`config.mk`:
```
export PLATFORM = sky130hd
export DESIGN_NAME = piso_tx
export DESIGN_NICKNAME = d
export VERILOG_FILES = /design/src/rtl/piso_tx_pkg.sv /design/src/rtl/piso_tx_par.sv /design/src/rtl/piso_tx.sv
export SDC_FILE = /design/constraint.sdc
export NUM_CORES = 1
export LEC_CHECK = 0
export CORE_AREA = 5 5 42 44
export CTS_CLUSTER_DIAMETER = 80
export CTS_CLUSTER_SIZE = 10
export DETAILED_ROUTE_END_ITERATION = 10
export DIE_AREA = 0 0 47 49
export GPL_TIMING_DRIVEN = 0
export PLACE_DENSITY = 0.78
export SLEW_MARGIN = 25
export SYNTH_ARGS = -nofsm -noshare
export SYNTH_HDL_FRONTEND = slang
export SYNTH_SLANG_ARGS = --single-unit
```
`constraint.sdc`:
```
create_clock -name clk -period 1.6 [get_ports clk]
set_input_delay 0.32 -clock clk [delete_from_list [all_inputs] [get_ports clk]]
set_output_delay 0.32 -clock clk [all_outputs]
set_load 0.05 [all_outputs]
```
`src/rtl/piso_tx_pkg.sv`:
```
// Shared types and line levels for the piso_tx framing transmitter.
package piso_tx_pkg;

    typedef enum logic [2:0] {
        ST_IDLE,
        ST_START,
        ST_DATA,
        ST_PARITY,
        ST_STOP
    } state_t;

    localparam logic LINE_IDLE  = 1'b0;
    localparam logic LINE_START = 1'b1;
    localparam logic LINE_STOP  = 1'b0;

endpackage

```
`src/rtl/piso_tx_par.sv`:
```
// Parity generator: XOR reduction of the word, inverted when odd parity is selected.
module piso_tx_par #(
    parameter int W          = 4,
    parameter bit PARITY_ODD = 1'b0
) (
    input  logic [W-1:0] data,
    output logic         par
);

    always_comb begin
        par = (^data) ^ PARITY_ODD;
    end

endmodule

```
`src/rtl/piso_tx.sv`:
```
// Framing transmitter: accepts a W-bit word on valid/ready and serialises it as
// start bit, data bits, optional parity bit and stop bit, one bit per clock.
module piso_tx
    import piso_tx_pkg::*;
#(
    parameter int W          = 4,
    parameter bit MSB_FIRST  = 1'b1,
    parameter bit PARITY_EN  = 1'b1,
    parameter bit PARITY_ODD = 1'b0
) (
    input  logic         clk,
    input  logic         res,
    input  logic [W-1:0] din,
    input  logic         valid,
    output logic         ready,
    output logic         dout,
    output logic         frame,
    output logic         done
);

    localparam int              CNT_W    = $clog2(W);
    localparam logic [CNT_W-1:0] CNT_LAST = CNT_W'(W - 1);

    state_t           state_q, state_d;
    logic [W-1:0]     sh_q, sh_d;
    logic [CNT_W-1:0] cnt_q, cnt_d;
    logic             par_q, par_d;
    logic             par_w;
    logic             dout_q, dout_d;
    logic             frame_q, frame_d;
    logic             done_q, done_d;
    logic             accept;

    function automatic logic first_bit(input logic [W-1:0] v);
        return MSB_FIRST ? v[W-1] : v[0];
    endfunction

    function automatic logic [W-1:0] shift_out(input logic [W-1:0] v);
        return MSB_FIRST ? (v << 1) : (v >> 1);
    endfunction

    piso_tx_par #(
        .W          (W),
        .PARITY_ODD (PARITY_ODD)
    ) u_par (
        .data (din),
        .par  (par_w)
    );

    // ready is decoded from registered state; reset blocks acceptance in the same cycle
    always_comb begin
        ready  = ((state_q == ST_IDLE) || (state_q == ST_STOP)) && !res;
        accept = valid && ready;
    end

    always_comb begin
        state_d = state_q;
        sh_d    = sh_q;
        cnt_d   = cnt_q;
        par_d   = par_q;
        case (state_q)
            ST_IDLE: begin
                if (accept) begin
                    state_d = ST_START;
                    sh_d    = din;
                    par_d   = par_w;
                end
            end
            ST_START: begin
                state_d = ST_DATA;
                cnt_d   = '0;
            end
            ST_DATA: begin
                if (cnt_q == CNT_LAST) begin
                    state_d = PARITY_EN ? ST_PARITY : ST_STOP;
                end else begin
                    cnt_d = cnt_q + CNT_W'(1);
                    sh_d  = shift_out(sh_q);
                end
            end
            ST_PARITY: begin
                state_d = ST_STOP;
            end
            ST_STOP: begin
                if (accept) begin
                    state_d = ST_START;
                    sh_d    = din;
                    par_d   = par_w;
                end else begin
                    state_d = ST_IDLE;
                end
            end
            default: begin
                state_d = ST_IDLE;
            end
        endcase

        // Outputs are registered, so they are decoded from the state being entered
        case (state_d)
            ST_START:  dout_d = LINE_START;
            ST_DATA:   dout_d = first_bit(sh_d);
            ST_PARITY: dout_d = par_d;
            ST_STOP:   dout_d = LINE_STOP;
            default:   dout_d = LINE_IDLE;
        endcase
        frame_d = (state_d == ST_START) || (state_d == ST_DATA) || (state_d == ST_PARITY);
        done_d  = (state_d == ST_STOP);
    end

    always_ff @(posedge clk) begin
        if (res) begin
            state_q <= ST_IDLE;
            dout_q  <= LINE_IDLE;
            frame_q <= 1'b0;
            done_q  <= 1'b0;
        end else begin
            state_q <= state_d;
            dout_q  <= dout_d;
            frame_q <= frame_d;
            done_q  <= done_d;
        end
    end

    // Word, counter and parity are only meaningful while a frame is in flight
    always_ff @(posedge clk) begin
        sh_q  <= sh_d;
        cnt_q <= cnt_d;
        par_q <= par_d;
    end

    always_comb begin
        dout  = dout_q;
        frame = frame_q;
        done  = done_q;
    end

endmodule

```
==> flow_summary.json <==
{
  "status": "complete, no violations",
  "drt_iter0_drc": 2,
  "synth_top_area_cell": "dfxtp_1",
  "grt_max_degree": 9,
  "syn_area_um2": 598,
  "netlist_instances": 53,
  "seq_area_frac_synth_pct": 51.9,
  "max-slew-margin-rel_pct": 67.7,
  "fp.coreArea_um2": 1400,
  "p_clk_share_pct": 27.1,
  "p_per_area_nw_per_um2": 993,
  "gp_congestion": 0.774,
  "r2r_slack_ps": 100,
  "gr-usage-met3_pct": 3.69,
  "place_area_um2": 713,
  "intPower_uw": 540,
  "crit_path_end_kind": "register",
  "ys_warn_count": 0,
  "drtAntennaViolNets": 0,
  "crit_start": "cnt_q[0]$_SDFFCE_PN0P_",
  "synthesis.nets": 61,
  "synth_ff_type": "dfxtp_1",
  "antenna_found_initial": 0,
  "clock_latency_ps": 270,
  "vdd_drop_max_v": 0.000445,
  "clock_skew_ps": 6.19,
  "synth_most_common_cell": "dfxtp_1",
  "clock_sinks": 13,
  "htree_levels": 1,
  "die_area_um2": 2300,
  "tightestPinTransition_ps": 487,
  "clk_pin_slew_worst_paths_ps": 80,
  "max_freq_mhz": 667,
  "cts_max_path_buffers": 2,
  "async_flop_share_pct": 0,
  "drive_gt1_share_pct": 19.7,
  "hold_viol": 0,
  "diodes": 0,
  "endpoint": "sh_q[2]$_DFFE_PP_",
  "power_uw": 737,
  "required_ps": 1590,
  "synth-edff-count": 5,
  "cts_tree": "built",
  "finalNetCount": 75,
  "regToRegEndpoint": "sh_q[2]$_DFFE_PP_",
  "final_util_pct": 52.9,
  "wl_um": 912,
  "rows": 14,
  "grt_pass1_wl_um": 1640,
  "viasPerCell": 5.18,
  "synth-seq-cells": 13,
  "globalRouteTotalUtil_pct": 10.0,
  "min_period_ps": 1500,
  "grt_pass1_vias": 409,
  "fill_cells": 135,
  "rr_worst_depth": 3,
  "ys_types": 24,
  "grt_overflow_total": 0,
  "drt_pass1_iterations": 3,
  "pwr-share-seq_pct": 53.0,
  "cp_max_fo": 5,
  "pwr-share-comb_pct": 19.9,
  "fin_crit_sh_pct": 93.8,
  "synth.avg_cell_area_um2": 11.3,
  "drv_slew": 0,
  "cts_buffers": 3,
  "use_met2_pct": 13.8,
  "vias": 425,
  "p_sw_uw": 196,
  "globalRouteMet1Util_pct": 11.6,
  "synth.area.top_cells": "dfxtp_1, edfxtp_1, xnor2_1",
  "switching_share_pct": 26.7,
  "min_path_type": "primary input to register",
  "grt_busiest_layer": "met2",
  "dp_hpwl_um": 711,
  "start_util_pct": 42.7,
  "drc": 0,
  "cp-start-kind": "register",
  "io_buffer_count": 9,
  "fp.dieW_um": 47,
  "crit-reg2reg-launch": "cnt_q[0]$_SDFFCE_PN0P_",
  "max_cap_violations": 0,
  "cts_root_buf": "clkbuf_4",
  "wl_per_cell_um": 11.1,
  "critical_path_class": "register to register",
  "yosysTopAreaCellShare_pct": 26.8,
  "dieHeight_um": 49,
  "p_leak_nw": 0.296,
  "arrival_ps": 1490,
  "rsz0062_at_grt": "no",
  "io_pins": 11,
  "area_growth_pct": 24.1,
  "finalSetupViolations": 0,
  "netlist_top_cells_count": "dfxtp_1, edfxtp_1, nor2_1",
  "design_area_um2": 742
}
## metal layers
metal | share of wire [%] | vias to the layer above
li1 | - | 216
met1 | 44 | 196
met2 | 47 | 11
met3 | 8.0 | 2
met4 | 1.1 | 0
met5 | 0 | -
## what timing repair did
item / in CTS / in global routing
pin swaps: 0 / 1
gates resized for setup: 10 / 0
hold buffers: 0 / 0
buffers inserted: 0 / 0
setup endpoints to repair: 7 / 3
## power by group through the flow
| stage | Sequential (mW) | Clock [mW] | Combinational (mW) |
|---|---|---|---|
| after floorplan | 0.415 | 0 | 0.0890 |
| after global placement | 0.398 | 0 | 0.147 |
| after detailed placement | 0.398 | 0 | 0.149 |
| after CTS | 0.391 | 0.208 | 0.148 |
| after global routing | 0.394 | 0.234 | 0.158 |
| final | 0.391 | 0.199 | 0.147 |
## stage by stage
| stage | cells | worst slack [ps] | hold WS (ps) | setup TNS, ps |
|---|---|---|---|---|
| 2_1_floorplan | 53 | 54.7 | 440 | 0 |
| 3_3_place_gp | 78 | -235 | 455 | -751 |
| 3_5_place_dp | 78 | -236 | 465 | -747 |
| 4_1_cts | 82 | 30.1 | 340 | 0 |
| 5_1_grt | 82 | 23.7 | 351 | 0 |
| 6_report | 82 | 99.9 | 348 | 0 |
## cell usage in the layout, fill, tap and decap left out, types with 2 or more instances in the layout
cell type / instances
dfxtp_1: 8
clkbuf_4: 3
and2_1: 2
a21oi_1: 4
xnor2_1: 3
clkdlybuf4s50_1: 5
nor2b_1: 2
buf_2: 3
a22o_1: 2
edfxtp_1: 5
nor3_1: 3
dlygate4sd2_1: 3
inv_1: 2
nand2_1: 2
nor2_1: 5
nor4b_4: 2
## layout make-up
type	instances	area [µm²]	share of cell area (%)
buffer	2	10.0	1.35
clock buffer	4	26.3	3.54
inverter	2	7.51	1.01
multi-input combinational	36	287	38.6
sequential	13	310	41.8
tap	16	20.0	2.70
timing repair buffer	9	81.3	11.0
## critical path, cell delays in order (launching register included)
cell and delay [ps]:
edfxtp_1 410, ha_1 300, nor4b_4 310, or2_4 210
## logic make-up after synthesis
group | after synthesis | synth area share [%]
compound gates | 10 | 12.3
xor+xnor | 3 | 4.39
fa+ha+maj | 1 | 2.09
buf+inv | 4 | 2.93
flops | 13 | 51.9
mux | 1 | 2.51
simple gates | 21 | 23.8
## flip-flops by register name, summed over array words and instances, names as in the netlist
signal and flops:
dout 1, sh_q 4, par_q 1, state_q 3
frame 1, done 1, cnt_q 2
## worst min path at each step
stage | start | end | slack [ps] | cells after the start
after floorplan | sh_q[3]$_DFF_P_ | sh_q[3]$_DFF_P_ | 440 | 2
after global placement | sh_q[3]$_DFF_P_ | sh_q[3]$_DFF_P_ | 460 | 2
after detailed placement | sh_q[3]$_DFF_P_ | sh_q[3]$_DFF_P_ | 470 | 2
after CTS | res | state_q[0]$_SDFF_PP0_ | 340 | 2
after global routing | res | done$_SDFF_PP0_ | 350 | 2
final | res | state_q[0]$_SDFF_PP0_ | 350 | 2
Note: power is estimated with default switching activity, not from simulation.
